<file path="src/rtl/sc_pkg.sv">
// Shared stochastic-computing types: the result count width and the
// early-termination converter state encoding.
package sc_pkg;

    localparam int SC_W_DEFAULT = 8;

    typedef logic [SC_W_DEFAULT:0] sc_cnt_t;

    typedef enum logic [1:0] {
        IDLE,
        COUNT,
        DONE
    } sc_et_state_e;

endpackage

</file>
<file path="src/rtl/sc_et_lane.sv">
// One stream of the early-termination converter: the ones counter plus the
// compare that decides whether the top P result bits can still change.
module sc_et_lane #(
    parameter int W = 8,
    parameter int P = 4
) (
    input  logic         clk,
    input  logic         rst,
    input  logic         clear,
    input  logic         en,
    input  logic         x,
    input  logic [W:0]   beats_next,
    output logic [W:0]   cnt_next,
    output logic [W:0]   cnt_trunc,
    output logic         resolved_next
);

    localparam int SH = W - P;
    localparam logic [W:0] FULL = {1'b1, {W{1'b0}}};

    logic [W:0] cnt;
    logic [W:0] hi;

    // lo and hi bound the final count if every remaining beat is 0 or 1
    always_comb begin
        cnt_next      = cnt + {{W{1'b0}}, x};
        hi            = cnt_next + (FULL - beats_next);
        resolved_next = ((cnt_next >> SH) == (hi >> SH));
        cnt_trunc     = (cnt_next >> SH) << SH;
    end

    always_ff @(posedge clk) begin
        if (rst || clear) begin
            cnt <= '0;
        end else if (en) begin
            cnt <= cnt_next;
        end
    end

endmodule

</file>
<file path="src/rtl/sc_et_counter.sv">
// Stochastic-to-binary converter: counts ones on N streams over up to 2^W
// valid beats, stopping early once every stream's top P bits are settled.
module sc_et_counter
    import sc_pkg::*;
#(
    parameter int W     = 8,
    parameter int N     = 2,
    parameter int P     = 4,
    parameter bit ET_EN = 1'b1
) (
    input  logic                 clk,
    input  logic                 rst,
    input  logic                 start,
    input  logic                 in_valid,
    input  logic [N-1:0]         Xs,
    output logic [N-1:0][W:0]    Bzs,
    output logic [N-1:0]         resolved,
    output logic                 busy,
    output logic                 done,
    output logic                 early,
    output logic [W:0]           beats_used
);

    localparam logic [W:0] FULL = {1'b1, {W{1'b0}}};

    sc_et_state_e state;
    logic [W:0]   beats;
    logic [W:0]   beats_next;
    logic         beat_en;
    logic         full_hit;
    logic         early_hit;
    logic         terminate;

    logic [N-1:0][W:0] cnt_next;
    logic [N-1:0][W:0] cnt_trunc;
    logic [N-1:0]      res_next;

    // A start on the same cycle as a valid beat drops that beat
    always_comb begin
        beat_en    = (state == COUNT) && in_valid && !start;
        beats_next = beats + {{W{1'b0}}, 1'b1};
        full_hit   = (beats_next == FULL);
        early_hit  = ET_EN && (&res_next) && !full_hit;
        terminate  = beat_en && (full_hit || early_hit);
    end

    for (genvar g = 0; g < N; g++) begin : g_lane
        sc_et_lane #(
            .W (W),
            .P (P)
        ) u_lane (
            .clk           (clk),
            .rst           (rst),
            .clear         (start),
            .en            (beat_en),
            .x             (Xs[g]),
            .beats_next    (beats_next),
            .cnt_next      (cnt_next[g]),
            .cnt_trunc     (cnt_trunc[g]),
            .resolved_next (res_next[g])
        );
    end

    always_ff @(posedge clk) begin
        if (rst) begin
            state      <= IDLE;
            beats      <= '0;
            Bzs        <= '0;
            resolved   <= '0;
            busy       <= 1'b0;
            done       <= 1'b0;
            early      <= 1'b0;
            beats_used <= '0;
        end else begin
            done <= 1'b0;
            if (start) begin
                state    <= COUNT;
                beats    <= '0;
                resolved <= '0;
                busy     <= 1'b1;
            end else begin
                case (state)
                    IDLE: begin
                        busy <= 1'b0;
                    end
                    COUNT: begin
                        if (beat_en) begin
                            beats    <= beats_next;
                            resolved <= res_next;
                            if (terminate) begin
                                state      <= DONE;
                                busy       <= 1'b0;
                                done       <= 1'b1;
                                early      <= early_hit;
                                beats_used <= beats_next;
                                resolved   <= '0;
                                for (int i = 0; i < N; i++) begin
                                    Bzs[i] <= early_hit ? cnt_trunc[i] : cnt_next[i];
                                end
                            end
                        end
                    end
                    DONE: begin
                        state <= IDLE;
                    end
                    default: begin
                        state <= IDLE;
                        busy  <= 1'b0;
                    end
                endcase
            end
        end
    end

endmodule

</file>
<file path="config.mk">
export PLATFORM = sky130hd
export DESIGN_NAME = sc_et_counter
export DESIGN_NICKNAME = d
export VERILOG_FILES = /design/src/rtl/sc_pkg.sv /design/src/rtl/sc_et_lane.sv /design/src/rtl/sc_et_counter.sv
export SDC_FILE = /design/constraint.sdc
export NUM_CORES = 1
export LEC_CHECK = 0
export CORE_ASPECT_RATIO = 1.2
export CORE_MARGIN = 3
export CORE_UTILIZATION = 60
export CTS_BUF_LIST = sky130_fd_sc_hd__clkbuf_8
export DETAILED_ROUTE_END_ITERATION = 16
export GPL_TIMING_DRIVEN = 1
export PLACE_DENSITY = 0.83
export SKIP_LAST_GASP = 1
export SYNTH_ARGS = -nofsm -noshare
export SYNTH_HDL_FRONTEND = slang
export SYNTH_SLANG_ARGS = --single-unit
</file>
<file path="constraint.sdc">
create_clock -name clk -period 5.65 [get_ports clk]
set_input_delay 0.565 -clock clk [delete_from_list [all_inputs] [get_ports clk]]
set_output_delay 0.565 -clock clk [all_outputs]
set_load 0.01 [all_outputs]
</file>
==> results.py <==
metrics = {
    "cts": {
        "worst_setup_hold_path_clk_slew_ns": 0.07,
        "cts-buffers-inserted": 9,
        "cts_hold_buf": 0,
        "post-cts-setup-buffers": 0,
        "clock_sinks": 61,
        "clkLatencyLatePin_ns": 0.35,
        "ctsHtreeMaxLevel": 3,
        "root_buffer": "clkbuf_8",
        "clockBufferDepth": 2,
        "cts-resized-gates": 0,
        "cts_tree": "yes",
    },
    "route": {
        "drt_first_iter_violations": 158,
        "drt-total-wl_mm": 8.88,
        "vias": 3256,
        "detail_route.vias_per_cell": 5.87,
        "top_layer_used": "met4",
        "dr.pass1.iters": 4,
        "detail_route.wl_per_cell_um": 16.0,
        "met2_wirelength_mm": 4.32,
        "post-route-drc-count": 0,
        "postRouteAntennaNets": 0,
        "route.layer.met1.wl_mm": 3.84,
        "route.met3.wl_um": 482,
    },
    "yosys": {
        "syn-num-nets": 473,
        "edff_count_synth": 0,
        "postSynth.asyncResetShare_pct": 0,
        "yosysUniqueCellTypes": 65,
        "synth_top_area_share_pct": 31.9,
        "synth.yosys.seq_area_share_pct": 31.9,
        "synth_area_leader_cell": "dfxtp_1",
        "synth-warning-count": 0,
        "syn_inst_count": 446,
        "post_syn_area_sq_um": 3830,
        "synth_top_cells_by_area": "dfxtp_1 (32%), ha_1 (6.9%), xnor2_1 (5.9%), xor2_1 (5.0%), a21oi_1 (5.0%)",
        "avgSynthCellArea_sq_um": 8.58,
        "synth_ff_type": "dfxtp_1",
        "postSynthRegisterBits": 61,
    },
    "global_route": {
        "grt_pass1_wl_mm": 14.4,
        "groute.usage.overall_pct": 25.0,
        "grt_max_degree": 32,
        "grt_pass1_vias": 3077,
        "antenna_found_initial": 0,
        "grt_overflow_total": 0,
    },
    "min_path": {
        "worst_hold_path_type": "reg2reg",
    },
    "timing": {
        "clock-skew-final_ns": 0.0109,
        "relSlewSlack_pct": 36.9,
        "worstMarginPinSlew_ns": 0.945,
        "finalSetupTns_ns": 0,
        "finalSetupViolations": 0,
        "fraction_of_the_cycle_the_final_worst_path_needs_pct": 83.1,
        "finalMaxSlewViolations": 0,
        "maximum_operating_frequency_mhz": 213,
        "finalWorstPathRequiredPeriod_ns": 4.69,
        "timing_hold_violations_final": 0,
        "whs_ns": 0.459,
        "grt_setup_unrepaired": "no",
    },
    "worst_setup_path": {
        "worstSetupEndpointType": "flop",
        "critPathCapture": "beats_used[1]",
        "crit_path_start_kind": "flop",
        "critical_path.reg2reg.endpoint": "beats_used[1]",
        "rr_worst_depth": 16,
        "worst_r2r_startpoint": "beats[0]",
        "worstPathRequired_ns": 5.89,
        "criticalPathCategory": "reg2reg",
        "critical_path_launch_point": "beats[0]",
        "ff2ff_setup_slack_ns": 0.96,
        "critical_path_maximum_fanout": 27,
        "crit_arrival_ns": 4.94,
    },
    "place": {
        "place_congestion": 0.919,
        "dp.final_hpwl_mm": 6.53,
        "port_buffers": 37,
    },
    "layout": {
        "nNetsFinal": 495,
        "antenna_cells_inserted": 0,
        "drive_above_1_share_pct": 9.73,
        "final_util_pct": 72.1,
        "layout-area-overhead-vs-synth_pct": 15.4,
    },
    "die": {
        "start_util_pct": 62.5,
        "die_area_sq_um": 7380,
        "die_w_um": 78.9,
        "num_ports": 38,
        "placeableCoreArea_sq_um": 6130,
        "dieHeight_um": 93.5,
        "row_cnt": 31,
    },
    "power_and_ir_drop": {
        "report.power.total_mw": 0.924,
        "power.leakage_nw": 1.63,
        "powerDensity_nw_per_um2": 209,
        "worst_ir_drop_vdd_mv": 0.161,
    },
    "status": {
        "status": "completed",
    },
    "job": {
        "max-cap-violations": 0,
    },
}
## final cells by class
type,count,area (sq um)
Clock inverter,7,97.6
Tap cell,82,103
Clock buffer,9,124
Sequential cell,61,1220
Timing Repair Buffer,40,393
Inverter,18,67.6
Multi-Input combinational cell,338,2410
Fill cell,502,1710
## critical path: stages, from the launching register on
cell       delay (ns)
dfxtp_1          0.41
ha_1             0.31
xnor2_1          0.41
nand3b_1         0.26
mux2i_1          0.20
o22ai_1          0.12
xnor2_1          0.28
ha_1             0.37
or2_0            0.24
a211o_1          0.28
a22oi_1          0.16
o211ai_1         0.15
a2111oi_4        0.36
o211ai_2         0.20
buf_4            0.27
and2_4           0.29
a31o_2           0.27
## metal layers
layer | global-route usage, % | up-vias
met5 | 0 | -
met4 | 11.0 | 0
met3 | 3.28 | 21
met2 | 42.5 | 99
met1 | 31.6 | 1520
li1 | - | 1616
## power by group
part | internal [mW] | leakage [nW] | total [mW] | switching, mW
registers | 0.431 | 0.492 | 0.432 | 0.00113
logic | 0.0220 | 1.04 | 0.0554 | 0.0335
clock network | 0.249 | 0.106 | 0.436 | 0.187
## how the worst min path moves through the flow
stage / startpoint / cells past startpoint / endpoint
2_1_floorplan: g_lane[0].u_lane.cnt[0] / 2 / g_lane[0].u_lane.cnt[0]
3_3_place_gp: resolved[0] / 2 / resolved[0]
3_5_place_dp: early / 2 / early
4_1_cts: early / 2 / early
5_1_grt: early / 2 / early
6_report: resolved[0] / 2 / resolved[0]
## stage by stage
stage                     std cells  setup WS [ns]  cell area [sq um]
after CTS                       555           1.04               4420
final                           555          0.955               4420
after floorplan                 446           1.93               3830
after global placement          539           1.05               4200
after detailed placement        539          0.977               4200
after global routing            555          0.577               4420
## cells in the mapped netlist (11+ instances only)
master and instances:
nand3_1 26, inv_1 17, xnor2_1 26, xor2_1 22, o21ai_0 11, clkbuf_1 19
ha_1 21, dfxtp_1 61, nand2_1 40, a21oi_1 38, nor2_1 40
## layout by cell type (no fill, tap or decap), types with 2 or more instances in the layout
cell             Yosys  final
buf_4                0      3
and2_1               3      3
a21oi_1             38     38
nand4_1             10     10
xnor3_1              5      5
nor3_1               6      6
o31ai_2              3      3
o31ai_1              4      4
clkinvlp_4           0      2
a211oi_2            10     10
nor2_1              40     40
nand2b_1             4      4
a21o_1               2      2
and3b_1              2      2
clkbuf_8             0      9
a211o_1              3      3
a2111oi_4            2      2
a31oi_1              3      3
o22ai_1              3      3
xor2_1              22     22
nand3_1             26     26
or3_1                7      7
mux2i_1              2      2
dfxtp_1             61     61
nor2b_1              2      2
nand2_1             40     40
nor3b_1              3      2
o21ai_0             11     11
o211ai_1             3      3
and3_1               6      6
inv_1               17     17
ha_1                21     21
bufinv_16            0      2
xnor2_1             26     26
nand3b_1             3      3
clkdlybuf4s50_1      0     37
## state kept, by name (all words and copies together), names as in the netlist
register,flops
beats_used,9
g_lane.u_lane.cnt,18
early,1
Bzs,18
busy,1
state,2
done,1
beats,9
resolved,2
## kinds of logic after synthesis
| family | count (synthesis) | synth area share [%] |
|---|---|---|
| AO/OA/AOI/OAI | 97 | 19.1 |
| XOR/XNOR | 53 | 13.9 |
| adder cells (fa/ha/maj) | 21 | 6.86 |
| buffers and inverters | 47 | 5.23 |
| flip-flops | 61 | 31.9 |
| multiplexers | 2 | 0.523 |
| AND/OR/NAND/NOR | 165 | 22.5 |
Power figures use the tool's default switching activity.
